`src/rtl/swervolf_sseg_scan.sv`:
```
// Eight-digit seven-segment scan controller with per-frame snapshot,
// source select, alternate mode, leading-zero blanking and anti-ghosting.
// Ports: i_clk, i_rst (sync, active high), i_value_a/i_value_b status words,
// i_sel display mode, o_an anodes (active low), o_seg {a..g} (active low),
// o_dp decimal point (active low), o_frame snapshot pulse.
module swervolf_sseg_scan #(
  parameter int unsigned DIGIT_CYCLES = 100000,
  parameter int unsigned BLANK_CYCLES = 1000,
  parameter int unsigned ALT_FRAMES   = 250,
  parameter bit          LZ_BLANK     = 1'b1
) (
  input  logic        i_clk,
  input  logic        i_rst,
  input  logic [31:0] i_value_a,
  input  logic [31:0] i_value_b,
  input  logic [1:0]  i_sel,
  output logic [7:0]  o_an,
  output logic [6:0]  o_seg,
  output logic        o_dp,
  output logic        o_frame
);

  localparam int unsigned CW = $clog2(DIGIT_CYCLES);
  localparam int unsigned FW =
    (ALT_FRAMES > 1) ? $clog2(ALT_FRAMES) : 1;
  localparam logic [CW-1:0] CNT_MAX = CW'(DIGIT_CYCLES - 1);
  localparam logic [CW-1:0] BLK_END = CW'(BLANK_CYCLES);
  localparam logic [FW-1:0] FCNT_MAX = FW'(ALT_FRAMES - 1);

  logic [CW-1:0] cnt_q, cnt_d;
  logic [2:0]    dig_q, dig_d;
  logic [FW-1:0] fcnt_q, fcnt_d;
  logic          src_q, src_d;
  logic [1:0]    sel_q, sel_d;
  logic [31:0]   snap_a_q, snap_a_d;
  logic [31:0]   snap_b_q, snap_b_d;
  logic [7:0]    an_q, an_d;
  logic [6:0]    seg_q, seg_d;
  logic          dp_q, dp_d;
  logic          frame_q, frame_d;

  logic          frame_start;
  logic          show_b;
  logic [31:0]   word;
  logic [15:0]   half;
  logic [4:0]    sh;
  logic [3:0]    nib;
  logic          lead;
  logic          suppress;

  function automatic logic [6:0] hex7(input logic [3:0] n);
    logic [6:0] s;
    case (n)
      4'h0: s = 7'b0000001;
      4'h1: s = 7'b1001111;
      4'h2: s = 7'b0010010;
      4'h3: s = 7'b0000110;
      4'h4: s = 7'b1001100;
      4'h5: s = 7'b0100100;
      4'h6: s = 7'b0100000;
      4'h7: s = 7'b0001111;
      4'h8: s = 7'b0000000;
      4'h9: s = 7'b0000100;
      4'hA: s = 7'b0001000;
      4'hB: s = 7'b1100000;
      4'hC: s = 7'b0110001;
      4'hD: s = 7'b1000010;
      4'hE: s = 7'b0110000;
      default: s = 7'b0111000;
    endcase
    return s;
  endfunction

  assign frame_start = (cnt_q == '0) && (dig_q == 3'd0);

  always_comb begin
    cnt_d    = (cnt_q == CNT_MAX) ? '0 : cnt_q + CW'(1);
    dig_d    = (cnt_q == CNT_MAX) ? dig_q + 3'd1 : dig_q;
    sel_d    = sel_q;
    snap_a_d = snap_a_q;
    snap_b_d = snap_b_q;
    fcnt_d   = fcnt_q;
    src_d    = src_q;
    if (frame_start) begin
      sel_d    = i_sel;
      snap_a_d = i_value_a;
      snap_b_d = i_value_b;
      if (fcnt_q == FCNT_MAX) begin
        fcnt_d = '0;
        src_d  = ~src_q;
      end else begin
        fcnt_d = fcnt_q + FW'(1);
      end
    end
  end

  // Split mode treats each 16-bit half as its own number, so the
  // zero test only looks upward within the half that owns the digit.
  always_comb begin
    show_b = (sel_q == 2'd2) || ((sel_q == 2'd3) && src_q);
    word   = show_b ? snap_b_q : snap_a_q;
    half   = dig_q[2] ? snap_b_q[15:0] : snap_a_q[15:0];
    sh     = {dig_q, 2'b00};
    if (sel_q == 2'd0) begin
      nib  = half[sh[3:0] +: 4];
      lead = (dig_q[1:0] != 2'd0) &&
             ((half >> sh[3:0]) == 16'h0);
    end else begin
      nib  = word[sh +: 4];
      lead = (dig_q != 3'd0) && ((word >> sh) == 32'h0);
    end
    suppress = LZ_BLANK && lead;
    frame_d  = frame_start;
    if (cnt_q < BLK_END || suppress) begin
      an_d  = 8'hFF;
      seg_d = 7'h7F;
      dp_d  = 1'b1;
    end else begin
      an_d  = ~(8'd1 << dig_q);
      seg_d = hex7(nib);
      dp_d  = ~((dig_q == 3'd0) && show_b);
    end
  end

  always_ff @(posedge i_clk) begin
    if (i_rst) begin
      cnt_q    <= '0;
      dig_q    <= 3'd0;
      fcnt_q   <= '0;
      src_q    <= 1'b0;
      sel_q    <= 2'd0;
      snap_a_q <= 32'h0;
      snap_b_q <= 32'h0;
      an_q     <= 8'hFF;
      seg_q    <= 7'h7F;
      dp_q     <= 1'b1;
      frame_q  <= 1'b0;
    end else begin
      cnt_q    <= cnt_d;
      dig_q    <= dig_d;
      fcnt_q   <= fcnt_d;
      src_q    <= src_d;
      sel_q    <= sel_d;
      snap_a_q <= snap_a_d;
      snap_b_q <= snap_b_d;
      an_q     <= an_d;
      seg_q    <= seg_d;
      dp_q     <= dp_d;
      frame_q  <= frame_d;
    end
  end

  assign o_an    = an_q;
  assign o_seg   = seg_q;
  assign o_dp    = dp_q;
  assign o_frame = frame_q;

endmodule

```
`config.mk`:
```
export PLATFORM = sky130hd
export DESIGN_NAME = swervolf_sseg_scan
export DESIGN_NICKNAME = d
export VERILOG_FILES = /design/src/rtl/swervolf_sseg_scan.sv
export SDC_FILE = /design/constraint.sdc
export NUM_CORES = 1
export LEC_CHECK = 0
export CAP_MARGIN = 0
export CORE_MARGIN = 4
export CORE_UTILIZATION = 35
export CTS_CLUSTER_DIAMETER = 150
export DETAILED_ROUTE_END_ITERATION = 10
export HOLD_SLACK_MARGIN = 0.03
export SLEW_MARGIN = 20
export SYNTH_ARGS = -nofsm -noshare
export SYNTH_HDL_FRONTEND = slang
export SYNTH_SLANG_ARGS = --single-unit
```
`constraint.sdc`:
```
create_clock -name i_clk -period 7.3 [get_ports i_clk]
set_input_delay 1.46 -clock i_clk [delete_from_list [all_inputs] [get_ports i_clk]]
set_output_delay 1.46 -clock i_clk [all_outputs]
set_load 0.05 [all_outputs]
```
==> results.yml <==
status:
  status: "finished, final reports clean"
clock_tree:
  cts-root-to-sink-buffers: 2
  cts.root.buffer_cell: "sky130_fd_sc_hd__clkbuf_16"
  cts_hold_repair.buffers: 0
  htree_num_levels: 3
  tritoncts_num_sinks: 112
  tritoncts_clock_tree: "yes"
  cts-buffers-inserted: 9
  clk_latency_ns: 0.35
  post-cts-setup-buffer-count: 0
  ctsResizeCount: 0
  register_clock_pin_slew_on_the_reported_worst_setup_and_hold_paths_ns: 0.07
synthesis:
  ys_async_sr_fraction: 0
  postSynthRegisterBits: 112
  synth_flop_cell: "sky130_fd_sc_hd__dfxtp_1"
  syn_avg_cell_area_um2: 7.83
  yosysWarningCount: 0
  synthesis.nets: 833
  yosysUniqueCellTypes: 58
  synth_enable_flop_cells: 0
  netlist_instances: 750
  ys_seq_area_frac: 0.382
  synthesis.area_um2: 5870
routing:
  residual_antenna_violating_net_count_after_detailed_routing: 0
  dr.first_iter.drc_count: 443
  routed_wl_um: 15800
  num_vias: 5367
  detail_route.wl_per_cell_um: 15.4
  avgViaCountPerCell: 5.22
  firstDrtPassIters: 5
  detailed_route_drc_error_count: 0
sta:
  min_period_over_period: 0.484
  finalHoldViolations: 0
  final_critical_delay_including_setup_and_external_delays_ns: 3.53
  rsz0062_at_grt: "no"
  maxSlewViolCount: 0
  fin_worst_skew_ns: 0.0114
  count_of_endpoints_failing_setup_in_the_final_report: 0
  final.setup.tns_ns: 0
  maximum_clock_frequency_mhz: 283
  worst-slew-pin-transition_ns: 0.967
  timing.slew.headroom: 0.352
layout:
  fillerInstances: 1694
  insertedDiodeCount: 0
  drive_gt1_frac: 0.0668
  layout.nets: 886
  layout.cells.most_common_list: "181 x sky130_fd_sc_hd__nand2_1, 111 x sky130_fd_sc_hd__dfxtp_1, 92 x sky130_fd_sc_hd__a21oi_1"
  fin_cells: 1028
  finish.instance_area_um2: 7100
  layout_commonest_cell: "sky130_fd_sc_hd__nand2_1"
  syn2layout_area_growth_pct: 21.0
die:
  core_area_um2: 16500
  dieHeight_um: 137
  rows: 47
  floorplan_die_area_um2: 18900
  top_level_ports: 85
  die_w_um: 137
  initial_utilization: 0.355
global_route:
  grt_pass1_wl_um: 26300
  grt_pass1_vias: 5037
  grt_overflow_total: 0
  largest_net_degree_at_the_start_of_global_routing: 78
  antenna_found_initial: 0
  grt_util_all_layers: 0.174
min_path:
  timing.hold.worst.start: "snap_a_q[3]"
  min-delay-path-class: "reg -> reg"
  min_path_cells: 2
  hold_path_end: "snap_a_q[3]"
critical_path:
  reg2reg_setup_slack_ns: 3.77
  critical_path_class: "reg -> reg"
  crit_path_max_fanout: 71
  worst_r2r_endpoint: "fcnt_q[0]"
  critical_path_arrival_ns: 3.77
  critPathLaunchType: "register"
  r2r_cells: 10
  required_time_of_the_critical_path_ns: 7.54
  crit_path_end_kind: "register"
  r2r_start: "dig_q[1]"
power:
  peakVddDrop_v: 0.000134
  leakagePower_nw: 2.60
  p_total_w: 0.00147
  power_density_nw_per_um2: 206
placement:
  dp_hpwl_um: 11400
  buffer_ports.inserted: 84
  routabilityCongestion: 1.00
  placedInstanceArea_um2: 6820
  number_of_placed_instances_taps_included: 1012
flow_run:
  max-cap-violations: 0
worst max path at each step:
| stage | from | to | depth (start not counted) |
|---|---|---|---|
| after floorplan | dig_q[0] | o_seg[3] | 12 |
| after global placement | dig_q[1] | fcnt_q[2] | 10 |
| after detailed placement | dig_q[1] | fcnt_q[2] | 10 |
| after CTS | dig_q[1] | fcnt_q[7] | 10 |
| after global routing | dig_q[1] | fcnt_q[7] | 10 |
| final | dig_q[1] | fcnt_q[0] | 10 |
critical path, cell delays in order, from the launching register on:
cell and delay, ns:
sky130_fd_sc_hd__dfxtp_1 0.30, sky130_fd_sc_hd__buf_4 0.23, sky130_fd_sc_hd__inv_1 0.46, sky130_fd_sc_hd__ha_1 0.35, sky130_fd_sc_hd__nor2b_1 0.28, sky130_fd_sc_hd__nor3b_1 0.34, sky130_fd_sc_hd__and4_2 0.26, sky130_fd_sc_hd__buf_4 0.55
sky130_fd_sc_hd__nand2_1 0.23, sky130_fd_sc_hd__nand2b_1 0.29, sky130_fd_sc_hd__nor2_1 0.09
state kept, by name, indices dropped and copies added, names as in the netlist:
signal and cells:
o_frame 1, o_seg 7, dig_q 3, snap_a_q 32, fcnt_q 8, o_an 8, o_dp 1, src_q 1
snap_b_q 32, sel_q 2, cnt_q 17
per-stage QoR:
stage	setup slack, ns	util	hold slack, ns
4_1_cts	3.73	0.430	0.469
3_5_place_dp	3.75	0.413	0.459
5_1_grt	3.43	0.430	0.483
6_report	3.77	0.430	0.461
2_1_floorplan	4.70	-	0.430
3_3_place_gp	3.73	0.413	0.447
synthesized netlist by cell type, types with 3 or more instances:
library cell | number | area, µm²
sky130_fd_sc_hd__nand4_1 | 5 | 31.3
sky130_fd_sc_hd__nand2b_1 | 13 | 81.3
sky130_fd_sc_hd__or2_2 | 5 | 31.3
sky130_fd_sc_hd__dfxtp_1 | 112 | 2240
sky130_fd_sc_hd__nor2_1 | 61 | 229
sky130_fd_sc_hd__ha_1 | 15 | 188
sky130_fd_sc_hd__buf_2 | 16 | 80.1
sky130_fd_sc_hd__xor2_1 | 13 | 114
sky130_fd_sc_hd__a21oi_1 | 92 | 460
sky130_fd_sc_hd__mux4_2 | 13 | 293
sky130_fd_sc_hd__inv_1 | 14 | 52.6
sky130_fd_sc_hd__a2111oi_0 | 4 | 35.0
sky130_fd_sc_hd__nor3_1 | 17 | 85.1
sky130_fd_sc_hd__and3_1 | 9 | 56.3
sky130_fd_sc_hd__mux2i_1 | 13 | 130
sky130_fd_sc_hd__a31oi_1 | 4 | 25.0
sky130_fd_sc_hd__a22oi_1 | 6 | 45.0
sky130_fd_sc_hd__o22ai_1 | 3 | 18.8
sky130_fd_sc_hd__mux2_2 | 5 | 56.3
sky130_fd_sc_hd__o21ai_0 | 22 | 110
sky130_fd_sc_hd__nor4_1 | 11 | 68.8
sky130_fd_sc_hd__o211ai_1 | 5 | 37.5
sky130_fd_sc_hd__xnor2_1 | 9 | 78.8
sky130_fd_sc_hd__or3_1 | 9 | 56.3
sky130_fd_sc_hd__nand3_1 | 18 | 90.1
sky130_fd_sc_hd__nand2_1 | 181 | 679
sky130_fd_sc_hd__clkbuf_1 | 30 | 113
sky130_fd_sc_hd__and4_1 | 3 | 26.3
sky130_fd_sc_hd__a211oi_1 | 8 | 60.1
metal layers:
metal  up-vias  part of all wire  GRT usage
met5         -                 0          0
met4         0             0.022     0.0632
met1      2436              0.49      0.256
li1       2696                 -          -
met2       206              0.43      0.253
met3        29             0.066     0.0332
power by group:
group          switching [W]  total [W]  leakage (nW)  internal, W
registers          0.0000446   0.000695         0.917     0.000650
logic               0.000167   0.000298          1.55     0.000132
clock network       0.000229   0.000474         0.134     0.000244
total               0.000441    0.00147          2.60      0.00103
area by class of cell:
cell class / instances / area, µm² / area share
multi-input cells: 575 / 3360 / 0.474
flip-flops and latches: 112 / 2240 / 0.316
repair buffers: 90 / 881 / 0.124
well taps: 220 / 275 / 0.0388
clock buffers: 11 / 243 / 0.0342
inverters: 15 / 56.3 / 0.00793
clock inverters: 5 / 40.0 / 0.00564
logic make-up after synthesis:
group                      count (synthesis)  synth area share
AOI/OAI and AO/OA                        160             0.161
xor gates and xnor gates                  22            0.0328
adders and majority gates                 15            0.0320
buffers and inverters                     63            0.0450
DFF                                      112             0.382
muxes                                     31            0.0816
and+or+nand+nor                          347             0.266
Note: power is estimated with default switching activity, not from simulation.
